--- src/rtl/ps2kb_pkg.sv ---
// Shared constants, frame-state encoding and key-event layout for the PS/2 keyboard receiver.
package ps2kb_pkg;

   localparam logic [7:0] SC_EXT   = 8'hE0;
   localparam logic [7:0] SC_BRK   = 8'hF0;
   localparam logic [7:0] SC_PAUSE = 8'hE1;

   localparam int KEY_BRK_BIT = 9;
   localparam int KEY_EXT_BIT = 8;

   typedef enum logic [1:0] {
      ST_IDLE,
      ST_DATA,
      ST_PARITY,
      ST_STOP
   } frame_state_e;

   // Keyboard replies and the pause prefix carry no key information.
   function automatic logic is_drop_code(input logic [7:0] code);
      case (code)
         8'h00, 8'hAA, 8'hEE, 8'hFA, 8'hFE, 8'hFF, SC_PAUSE: return 1'b1;
         default:                                           return 1'b0;
      endcase
   endfunction

endpackage

--- src/rtl/ps2_rx_frame.sv ---
// PS/2 line conditioning and 11-bit frame deframer: synchronise, filter the clock,
// sample data on filtered falling edges, check parity/stop and abandon stalled frames.
module ps2_rx_frame
   import ps2kb_pkg::*;
#(
   parameter int FILT_LEN = 8,
   parameter int TIMEOUT  = 50000
) (
   input  logic       clk,
   input  logic       rst,
   input  logic       ps2_clk,
   input  logic       ps2_data,
   output logic [7:0] rx_byte,
   output logic       byte_vld,
   output logic       perr
);

   localparam int FCW = $clog2(FILT_LEN + 1);
   localparam int TCW = $clog2(TIMEOUT + 1);
   localparam logic [FCW-1:0] FILT_LAST = FCW'(FILT_LEN - 1);
   localparam logic [TCW-1:0] TO_LAST   = TCW'(TIMEOUT - 1);

   logic [1:0]     clk_sync;
   logic [1:0]     dat_sync;
   logic           filt_clk;
   logic [FCW-1:0] filt_cnt;
   logic           fall;

   frame_state_e   state;
   logic [2:0]     bit_cnt;
   logic [7:0]     shreg;
   logic           par;
   logic [TCW-1:0] to_cnt;

   // NOTE: sequential state uses non-blocking assignments so every flop samples pre-edge values.
   always_ff @(posedge clk or negedge rst) begin
      if (!rst) begin
         clk_sync <= 2'b11;
         dat_sync <= 2'b11;
         filt_clk <= 1'b1;
         filt_cnt <= '0;
         fall     <= 1'b0;
      end else begin
         clk_sync <= {clk_sync[0], ps2_clk};
         dat_sync <= {dat_sync[0], ps2_data};
         fall     <= 1'b0;
         // Any sample matching the current level restarts the run, so short glitches never count.
         if (clk_sync[1] == filt_clk) begin
            filt_cnt <= '0;
         end else if (filt_cnt == FILT_LAST) begin
            filt_clk <= clk_sync[1];
            filt_cnt <= '0;
            fall     <= filt_clk;
         end else begin
            filt_cnt <= filt_cnt + 1'b1;
         end
      end
   end

   always_ff @(posedge clk or negedge rst) begin
      if (!rst) begin
         state    <= ST_IDLE;
         bit_cnt  <= '0;
         shreg    <= '0;
         par      <= 1'b0;
         to_cnt   <= '0;
         rx_byte  <= '0;
         byte_vld <= 1'b0;
         perr     <= 1'b0;
      end else begin
         byte_vld <= 1'b0;
         perr     <= 1'b0;

         if (state != ST_IDLE && !fall) begin
            if (to_cnt == TO_LAST) begin
               state  <= ST_IDLE;
               to_cnt <= '0;
            end else begin
               to_cnt <= to_cnt + 1'b1;
            end
         end else begin
            to_cnt <= '0;
         end

         if (fall) begin
            case (state)
               ST_IDLE: begin
                  if (!dat_sync[1]) begin
                     state   <= ST_DATA;
                     bit_cnt <= '0;
                  end
               end
               ST_DATA: begin
                  shreg   <= {dat_sync[1], shreg[7:1]};
                  bit_cnt <= bit_cnt + 1'b1;
                  if (bit_cnt == 3'd7) state <= ST_PARITY;
               end
               ST_PARITY: begin
                  par   <= dat_sync[1];
                  state <= ST_STOP;
               end
               ST_STOP: begin
                  state <= ST_IDLE;
                  if (dat_sync[1] && ^{shreg, par}) begin
                     rx_byte  <= shreg;
                     byte_vld <= 1'b1;
                  end else begin
                     perr <= 1'b1;
                  end
               end
               default: state <= ST_IDLE;
            endcase
         end
      end
   end

endmodule

--- src/rtl/ps2kb_rx.sv ---
// PS/2 keyboard receiver: set-2 prefix decoding plus a polled key-event FIFO
// presented as a registered head word for the bus.
module ps2kb_rx
   import ps2kb_pkg::*;
#(
   parameter int FIFO_DEPTH = 8,
   parameter int FILT_LEN   = 8,
   parameter int TIMEOUT    = 50000
) (
   input  logic       clk,
   input  logic       rst,
   input  logic       ps2_clk,
   input  logic       ps2_data,
   input  logic       ps2kb_ack,
   output logic [9:0] ps2kb_key,
   output logic       ps2kb_ready,
   output logic       ps2kb_overflow,
   output logic       ps2kb_perr
);

   localparam int AW = $clog2(FIFO_DEPTH);
   localparam int CW = AW + 1;
   localparam logic [CW-1:0] FULL_CNT = CW'(FIFO_DEPTH);

   logic [7:0]    rx_byte;
   logic          byte_vld;
   logic          rx_perr;

   logic          ext_f;
   logic          brk_f;
   logic          push;
   logic [9:0]    wdata;

   logic [9:0]    mem [FIFO_DEPTH];
   logic [AW-1:0] wr_ptr;
   logic [AW-1:0] rd_ptr;
   logic [AW-1:0] rd_nxt;
   logic [CW-1:0] count;
   logic [CW-1:0] count_nxt;
   logic          ack_q;
   logic          pop;
   logic          full;
   logic          wr_en;
   logic [9:0]    head_nxt;

   ps2_rx_frame #(
      .FILT_LEN (FILT_LEN),
      .TIMEOUT  (TIMEOUT)
   ) u_frame (
      .clk      (clk),
      .rst      (rst),
      .ps2_clk  (ps2_clk),
      .ps2_data (ps2_data),
      .rx_byte  (rx_byte),
      .byte_vld (byte_vld),
      .perr     (rx_perr)
   );

   assign ps2kb_perr = rx_perr;

   // NOTE: every combinational output gets a default first so no latch is inferred.
   always_comb begin
      push = 1'b0;
      wdata = '0;
      wdata[KEY_BRK_BIT] = brk_f;
      wdata[KEY_EXT_BIT] = ext_f;
      wdata[7:0] = rx_byte;
      if (byte_vld && rx_byte != SC_EXT && rx_byte != SC_BRK && !is_drop_code(rx_byte))
         push = 1'b1;
   end

   always_ff @(posedge clk or negedge rst) begin
      if (!rst) begin
         ext_f <= 1'b0;
         brk_f <= 1'b0;
      end else if (rx_perr) begin
         ext_f <= 1'b0;
         brk_f <= 1'b0;
      end else if (byte_vld) begin
         case (rx_byte)
            SC_EXT:  ext_f <= 1'b1;
            SC_BRK:  brk_f <= 1'b1;
            default: begin
               ext_f <= 1'b0;
               brk_f <= 1'b0;
            end
         endcase
      end
   end

   always_comb begin
      full  = (count == FULL_CNT);
      pop   = ps2kb_ack && !ack_q && (count != '0);
      wr_en = push && (!full || pop);
      rd_nxt = pop ? rd_ptr + 1'b1 : rd_ptr;
      count_nxt = count;
      if (wr_en && !pop)      count_nxt = count + 1'b1;
      else if (!wr_en && pop) count_nxt = count - 1'b1;
      // The new head bypasses memory when it is the word being written this cycle.
      head_nxt = '0;
      if (count_nxt != '0) begin
         if (count == '0 || (pop && count == CW'(1))) head_nxt = wdata;
         else                                         head_nxt = mem[rd_nxt];
      end
   end

   // NOTE: storage array has no reset; count and pointers alone define which entries are valid.
   always_ff @(posedge clk) begin
      if (wr_en) mem[wr_ptr] <= wdata;
   end

   always_ff @(posedge clk or negedge rst) begin
      if (!rst) begin
         ack_q          <= 1'b0;
         wr_ptr         <= '0;
         rd_ptr         <= '0;
         count          <= '0;
         ps2kb_key      <= '0;
         ps2kb_ready    <= 1'b0;
         ps2kb_overflow <= 1'b0;
      end else begin
         ack_q       <= ps2kb_ack;
         rd_ptr      <= rd_nxt;
         count       <= count_nxt;
         ps2kb_key   <= head_nxt;
         ps2kb_ready <= (count_nxt != '0);
         if (wr_en) wr_ptr <= wr_ptr + 1'b1;
         if (push && full && !pop)        ps2kb_overflow <= 1'b1;
         else if (pop && count_nxt == '0) ps2kb_overflow <= 1'b0;
      end
   end

endmodule
--- config.mk ---
export PLATFORM = sky130hd
export DESIGN_NAME = ps2kb_rx
export DESIGN_NICKNAME = d
export VERILOG_FILES = /design/src/rtl/ps2kb_pkg.sv /design/src/rtl/ps2_rx_frame.sv /design/src/rtl/ps2kb_rx.sv
export SDC_FILE = /design/constraint.sdc
export NUM_CORES = 1
export LEC_CHECK = 0
export BUFFER_PORTS_ARGS = -buffer_cell sky130_fd_sc_hd__buf_2
export CORE_UTILIZATION = 35
export CTS_CLUSTER_DIAMETER = 120
export CTS_CLUSTER_SIZE = 30
export DETAILED_ROUTE_END_ITERATION = 12
export PLACE_DENSITY_LB_ADDON = 0.12
export SLEW_MARGIN = 20
export SYNTH_ARGS = -nofsm -noshare
export SYNTH_HDL_FRONTEND = slang
export SYNTH_SLANG_ARGS = --single-unit
--- constraint.sdc ---
create_clock -name clk -period 3.77 [get_ports clk]
set_input_delay 0.754 -clock clk [delete_from_list [all_inputs] [get_ports clk]]
set_output_delay 0.754 -clock clk [all_outputs]
set_load 0.01 [all_outputs]
==> key figures, run 1 <==
Setup path
  • Top delay family on crit path: simple AND/OR/NAND/NOR gates
  • Crit path largest cell delay: 0.71 ns
  • WP data required: 4.01 ns
  • Endpoint class of the critical path: flop
  • Worst EP arrival: 3.35 ns
  • Max FO, Critical Path: 15
  • Crit path buf inv count: 1
  • Crit path kind: flop to flop
  • Setup crit start kind: flop
  • CP Cell Sequence: or4_1 > a211oi_1 > nor4_4 > nand2_4 > or4_4 > a311oi_2 > buf_4 > a311oi_1
  • Crit-path slowest cell: nor4_4

Synthesis
  • Main synth FF type: edfxtp_1
  • Warnings, synthesis: 0
  • Syn Area/Cell: 14.5 µm²
  • Seq cells post-synth: 155
  • Fraction of registers with async set/reset: 48.4%
  • Netlist cell types: 47
  • Sequential share of the synthesized area: 65.8%
  • Syn Inst Count: 450
  • Post-Syn Area: 6520 µm²
  • EDFF count, synth: 80
  • Syn nets: 464

STA
  • Final clock skew: 0.0109 ns
  • Worst-margin pin slew: 0.971 ns
  • Pins Over Slew Limit: 0
  • FMAX: 0.321 GHz
  • Tcrit/Tclk final: 82.6%
  • Fin worst setup slack: 0.658 ns
  • Crit path time final: 3.11 ns
  • TNS Setup: 0 ns
  • Max_slew headroom: 35.3%
  • Fin. Hold Viols: 0
  • Final setup fails: 0
  • RSZ-0062 raised after global routing: no
  • Hold WS: 0.355 ns

Pwr
  • PD cells: 615 nW/µm²
  • Switching pwr: 0.00128 W
  • Net Sw Frac: 27.4%
  • Seq pwr share: 42.4%
  • Gate power share: 19.1%
  • Maximum vdd drop: 0.317 mV
  • Pleak: 3.12 nW
  • Overall Power: 0.00466 W
  • Internal power: 0.00338 W
  • Clock network fraction of total power: 38.5%

Route
  • Final WL: 13.1 mm
  • Vias per cell: 5.00
  • 1st-iter DRT viols: 175
  • DR vias: 3642
  • ANT nets after route: 0
  • WL per Instance: 18.0 µm
  • Number of remaining DRC errors: 6
  • TritonRoute pass-1 iters: 8

Run status
  • Violated checks: DRC
  • Status: complete, but fails checks

Clocking
  • CTS tree: done
  • Resize count post-CTS: 0
  • Htree depth: 4
  • CTS Buf Count: 17
  • Clock Sinks: 155
  • Clock slew at reported path FFs: 0.06 ns
  • Setup Buffers After CTS: 0
  • Hold_buf cts: 0
  • Root Driver: clkbuf_16
  • Worst skew pair latency: 0.42 ns
  • CTS Buffer Depth: 2

Floorplan
  • Core Area: 18100 µm²
  • I/O pins: 18
  • Die H: 138 µm
  • Row cnt: 49
  • Die ar.: 19200 µm²
  • Initial Utilization: 36.0%
  • Chip width: 138 µm

Cells and area
  • Final #Nets: 500
  • Fill cells: 1637
  • N_diodes: 0
  • Final core utilization: 41.9%
  • Layout cell share with drive strength beyond 1: 24.4%
  • P&R area growth vs syn: 16.2%

Global routing
  • Vias in the first global route: 3780
  • Largest net degree at the start of global routing: 68
  • First-pass GRT wire length: 21.2 mm
  • Gr usage total: 14.9%
  • Overflow after GRT: 0
  • Initial antenna violation count: 0

Hold path
  • Hold Path Class: flop to flop

Place
  • Dpl ws: 0.665 ns
  • Final GP Congestion: 0.721
  • DP HPWL: 8.06 mm
  • Number of buffers added on ports: 17

Flow run
  • Maximum capacitance violations: 0
routing by layer:
metal	global-route usage [%]	wire, µm	vias up
li1	-	-	1729
met1	18.6	5950	1858
met2	25.1	6680	44
met3	3.81	349	11
met4	5.26	128	0
met5	0	0	-
layout by cell type, fill, tap and decap left out, drive strengths merged, types with 2 or more instances in the layout:
master and count:
edfxtp 80, dfrtp 70, nor2 46, nand2 43, buf 31, clkbuf 21
mux4 20, xnor2 20, mux2 18, inv 15, nand3 14, o21ai 13
xor2 11, a311oi 11, ha 9, nand4 7, nor3 7, nand2b 5
nor2b 5, a21oi 5, dfstp 5, clkinvlp 4, bufinv 4, mux2i 4
or4 4, or3 3, nor4 3, clkinv 3, and3 2, a211oi 2
nor3b 2, a32o 2
power by group through the flow:
stage,registers [W],clock network (W),logic [W]
detailed placement,0.00201,0,0.000905
CTS,0.00198,0.00185,0.000911
finish,0.00198,0.00179,0.000889
global route,0.00199,0.00191,0.000986
global placement,0.00201,0,0.000903
floorplan,0.00201,0,0.000608
stage by stage:
step | area (µm²) | instances
6_report | 7570 | 728
2_1_floorplan | 6520 | 450
3_3_place_gp | 6940 | 696
4_1_cts | 7570 | 728
3_5_place_dp | 6940 | 696
5_1_grt | 7570 | 728
flip-flops by register name (all words and copies together), names as in the netlist, 2 cells and up:
name,cells
u_frame.filt_cnt,4
u_frame.rx_byte,8
mem,80
u_frame.clk_sync,2
u_frame.dat_sync,2
count,4
rd_ptr,3
u_frame.shreg,8
u_frame.to_cnt,16
u_frame.bit_cnt,3
ps2kb_key,10
u_frame.state,2
wr_ptr,3
worst paths after layout:
path | to | startpoint | slack, ns | depth (start not counted)
setup / recovery | ps2kb_key[0]$_DFF_PN0_ | u_frame.rx_byte[2]$_DFFE_PN0P_ | 0.66 | 8
hold / removal | u_frame.clk_sync[1]$_DFF_PN1_ | u_frame.clk_sync[0]$_DFF_PN1_ | 0.36 | 0
setup reg to reg | ps2kb_key[0]$_DFF_PN0_ | u_frame.rx_byte[2]$_DFFE_PN0P_ | 0.66 | 8
hold reg to reg | u_frame.clk_sync[1]$_DFF_PN1_ | u_frame.clk_sync[0]$_DFF_PN1_ | 0.36 | 0
max in group asynchronous | ps2kb_key[4]$_DFF_PN0_ | rst | 2.64 | 2
min in group asynchronous | ack_q$_DFF_PN0_ | rst | 0.44 | 1
synth_stat cells (all sizes together), types with 2 or more instances:
cell     n  area share, %
mux4    20            6.9
nor3     7           0.54
or3      3           0.29
or4      4           0.52
xor2    11            1.5
clkbuf  10           0.58
nand3   14            1.1
dfrtp   70             27
nor2b    5           0.48
nor4     3           0.52
a21oi    5           0.38
nor2    46            2.6
nand2b   5           0.48
dfstp    5            2.0
o21ai   13            1.1
a311oi  11            2.3
ha       9            1.7
mux2i    4           0.61
mux2    18            3.1
buf      4           0.50
inv     15           0.86
a211oi   2           0.23
edfxtp  80             37
a32o     2           0.31
xnor2   20            2.7
and3     2           0.19
nand4    7           0.67
nand2   43            2.6
nor3b    2           0.23
cell type report:
type / count / area [µm²] / area share [%]
repair buffers: 31 / 193 / 2.54
clock buffers: 21 / 460 / 6.08
well taps: 229 / 287 / 3.78
clock inverters: 11 / 168 / 2.21
inverters: 15 / 56.3 / 0.743
flip-flops and latches: 155 / 4290 / 56.6
multi-input cells: 266 / 2130 / 28.1
logic make-up (layout without fill, tap and decap cells):
| kind of cell | Yosys count | in the layout | synth area share, % |
|---|---|---|---|
| multiplexers | 42 | 42 | 10.6 |
| buffers and inverters | 29 | 78 | 1.94 |
| AND/OR/NAND/NOR | 145 | 145 | 10.8 |
| flip-flops | 155 | 155 | 65.8 |
| AO/OA/AOI/OAI | 39 | 39 | 5.01 |
| adder cells (fa/ha/maj) | 9 | 9 | 1.73 |
| XOR/XNOR | 31 | 31 | 4.17 |
No activity file was read; power rests on OpenSTA's default activity.
==> run 2: changes to the inputs <==
- clock period: 3.77 -> 2.9 ns (I/O delays scaled with it)
==> key figures, run 2 (same netlist as run 1, synthesis figures left out) <==
Route
  • WL met3: 367 µm (was 349 µm)
  • Final WL: 12.3 mm (was 13.1 mm)
  • Top sig layer: met4 (unchanged)
  • 1st-iter DRT viols: 206 (was 175)
  • ANT nets after route: 0 (unchanged)
  • Met2 Wirelength: 5.88 mm (was 6.68 mm)
  • Number of remaining DRC errors: 4 (was 6)
  • WL per Instance: 16.6 µm (was 18.0 µm)
  • Vias per cell: 4.94 (was 5.00)
  • M1 WL: 5.95 mm (about the same)
  • DR vias: 3662 (was 3642)
  • TritonRoute pass-1 iters: 8 (unchanged)

Clocking
  • Htree depth: 4 (unchanged)
  • CTS Buffer Depth: 2 (unchanged)
  • Worst skew pair latency: 0.42 ns (about the same)
  • CTS Buf Count: 17 (unchanged)
  • Root Driver: clkbuf_16 (unchanged)
  • Hold_buf cts: 0 (unchanged)
  • Resize count post-CTS: 0 (unchanged)
  • Clock slew at reported path FFs: 0.06 ns (about the same)
  • CTS tree: done (unchanged)
  • Clock Sinks: 155 (unchanged)

Run status
  • Status: complete, but fails checks (unchanged)
  • Violated checks: DRC (unchanged)

Cells and area
  • Final #Nets: 514 (was 500)
  • Max reg flops: 80 (unchanged)
  • Layout Cells excl Fill: 742 (was 728)
  • Largest regs: mem x80, u_frame.to_cnt x16, ps2kb_key x10 (unchanged)
  • Layout cell share with drive strength beyond 1: 27.1% (was 24.4%)
  • Commonest non-fill, non-tap cells in the layout: 80 x edfxtp_1, 70 x dfrtp_1, 46 x nor2_1, 42 x nand2_1, 26 x buf_4 (was 80 x edfxtp_1, 70 x dfrtp_1, 46 x nor2_1, 42 x nand2_1, 20 x mux4_2)
  • Most flop-heavy register: mem (unchanged)
  • N_diodes: 0 (unchanged)
  • P&R area growth vs syn: 18.2% (was 16.2%)
  • Commonest non-fill, non-tap cell in the layout: edfxtp_1 (unchanged)

Floorplan
  • Chip width: 138 µm (unchanged)
  • Die H: 138 µm (unchanged)
  • Core Area: 18100 µm² (unchanged)
  • Initial Utilization: 36.0% (unchanged)
  • Die ar.: 19200 µm² (unchanged)
  • I/O pins: 18 (unchanged)
  • Row cnt: 49 (unchanged)

Pwr
  • Gate power share: 20.3% (was 19.1%)
  • Maximum vdd drop: 0.455 mV (was 0.317 mV)
  • Overall Power: 0.00608 W (was 0.00466 W)
  • Pleak: 3.21 nW (was 3.12 nW)
  • Net Sw Frac: 28.2% (was 27.4%)
  • Switching pwr: 0.00171 W (was 0.00128 W)
  • PD cells: 789 nW/µm² (was 615 nW/µm²)
  • Internal power: 0.00436 W (was 0.00338 W)
  • Seq pwr share: 42.0% (was 42.4%)
  • Clock network fraction of total power: 37.7% (was 38.5%)

Setup path
  • Setup crit start kind: flop (unchanged)
  • Worst Setup SP: u_frame.rx_byte[2]$_DFFE_PN0P_ (unchanged)
  • R2R Setup Slk: 0.14 ns (was 0.66 ns)
  • Crit-path slowest cell: nor4_4 (unchanged)
  • CP Cell Sequence: buf_4 > or4_1 > o21ai_1 > nor4_4 > buf_4 > mux2i_1 > xor2_1 > a311oi_2 > buf_12 > a311oi_2 (was or4_1 > a211oi_1 > nor4_4 > nand2_4 > or4_4 > a311oi_2 > buf_4 > a311oi_1)
  • Worst EP arrival: 3.02 ns (was 3.35 ns)
  • Endpoint class of the critical path: flop (unchanged)
  • Crit path largest cell delay: 0.60 ns (was 0.71 ns)
  • WP data required: 3.15 ns (was 4.01 ns)
  • Worst r2r src: u_frame.rx_byte[2]$_DFFE_PN0P_ (unchanged)
  • Max FO, Critical Path: 12 (was 15)
  • Crit path kind: flop to flop (unchanged)

STA
  • Max_slew headroom: 40.3% (was 35.3%)
  • Tcrit/Tclk final: 95.3% (was 82.6%)
  • Fin. Hold Viols: 0 (unchanged)
  • Crit path time final: 2.76 ns (was 3.11 ns)
  • Final setup fails: 0 (unchanged)
  • Hold WS: 0.143 ns (was 0.355 ns)
  • Worst-margin pin slew: 0.896 ns (was 0.971 ns)
  • FMAX: 0.362 GHz (was 0.321 GHz)
  • Pins Over Slew Limit: 0 (unchanged)
  • Final clock skew: 0.00710 ns (was 0.0109 ns)

Place
  • Number of buffers added on ports: 17 (unchanged)
  • Number of instances in the placed design: 708 (was 696)
  • Final GP Congestion: 0.727 (was 0.721)
  • DP HPWL: 7.96 mm (was 8.06 mm)

Hold path
  • Hold Path Class: primary input to async pin (was flop to flop)

Global routing
  • Overflow after GRT: 0 (unchanged)
  • Initial antenna violation count: 0 (unchanged)
  • Gr usage total: 14.0% (was 14.9%)
  • Vias in the first global route: 3704 (was 3780)
  • First-pass GRT wire length: 20.3 mm (was 21.2 mm)
  • Largest net degree at the start of global routing: 45 (was 68)

Flow run
  • Maximum capacitance violations: 0 (unchanged)
run 2: worst paths after layout:
check / to / depth (start not counted)
max: ps2kb_key[1]$_DFF_PN0_ / 10
min: count[1]$_DFF_PN0_ / 1
max reg2reg: ps2kb_key[1]$_DFF_PN0_ / 10
min reg2reg: u_frame.dat_sync[1]$_DFF_PN1_ / 0
max in group asynchronous: ps2kb_key[1]$_DFF_PN0_ / 2
min in group clk: u_frame.dat_sync[0]$_DFF_PN1_ / 1
run 2: power by group through the flow:
stage | clock network [W] | registers, W | logic [W]
floorplan | 0 | 0.00262 | 0.000790
global placement | 0 | 0.00259 | 0.00126
detailed placement | 0 | 0.00260 | 0.00127
CTS | 0.00235 | 0.00255 | 0.00127
global route | 0.00244 | 0.00258 | 0.00136
finish | 0.00229 | 0.00255 | 0.00123
run 2: area by class of cell:
class                           count  area [µm²]
Fill cell                        1624       10400
Sequential cell                   155        4290
Multi-Input combinational cell    266        2130
Clock buffer                       17         425
Timing Repair Buffer               45         335
Tap cell                          229         287
Clock inverter                     15         188
Inverter                           15        56.3
run 2: layer usage:
layer  GRT usage, %  vias up
met5              0        -
met4           5.56        0
met3           4.02       14
met2           21.8       46
met1           18.4     1843
li1               -     1759
run 2: repair_timing:
action	CTS	global route
endpoints found under the hold margin	0	0
setup buffers	0	2
setup endpoints to repair	0	10
run 2: worst max-delay path, delay by kind of cell (launching register included):
family	cells	cell delay [ns]
and+or+nand+nor	2	0.72
buffers and inverters	3	0.63
AOI/OAI and AO/OA	3	0.46
DFF	1	0.43
muxes	1	0.22
xor gates and xnor gates	1	0.12
run 2: per-stage QoR:
step	utilization [%]	setup slack, ns	area [µm²]	setup TNS, ns
3_5_place_dp	39.1	0.120	7070	0
5_1_grt	42.6	-0.00368	7700	-0.00638
6_report	42.6	0.136	7700	0
4_1_cts	42.5	0.116	7680	0
2_1_floorplan	-	0.0807	6520	0
3_3_place_gp	39.1	0.193	7070	0
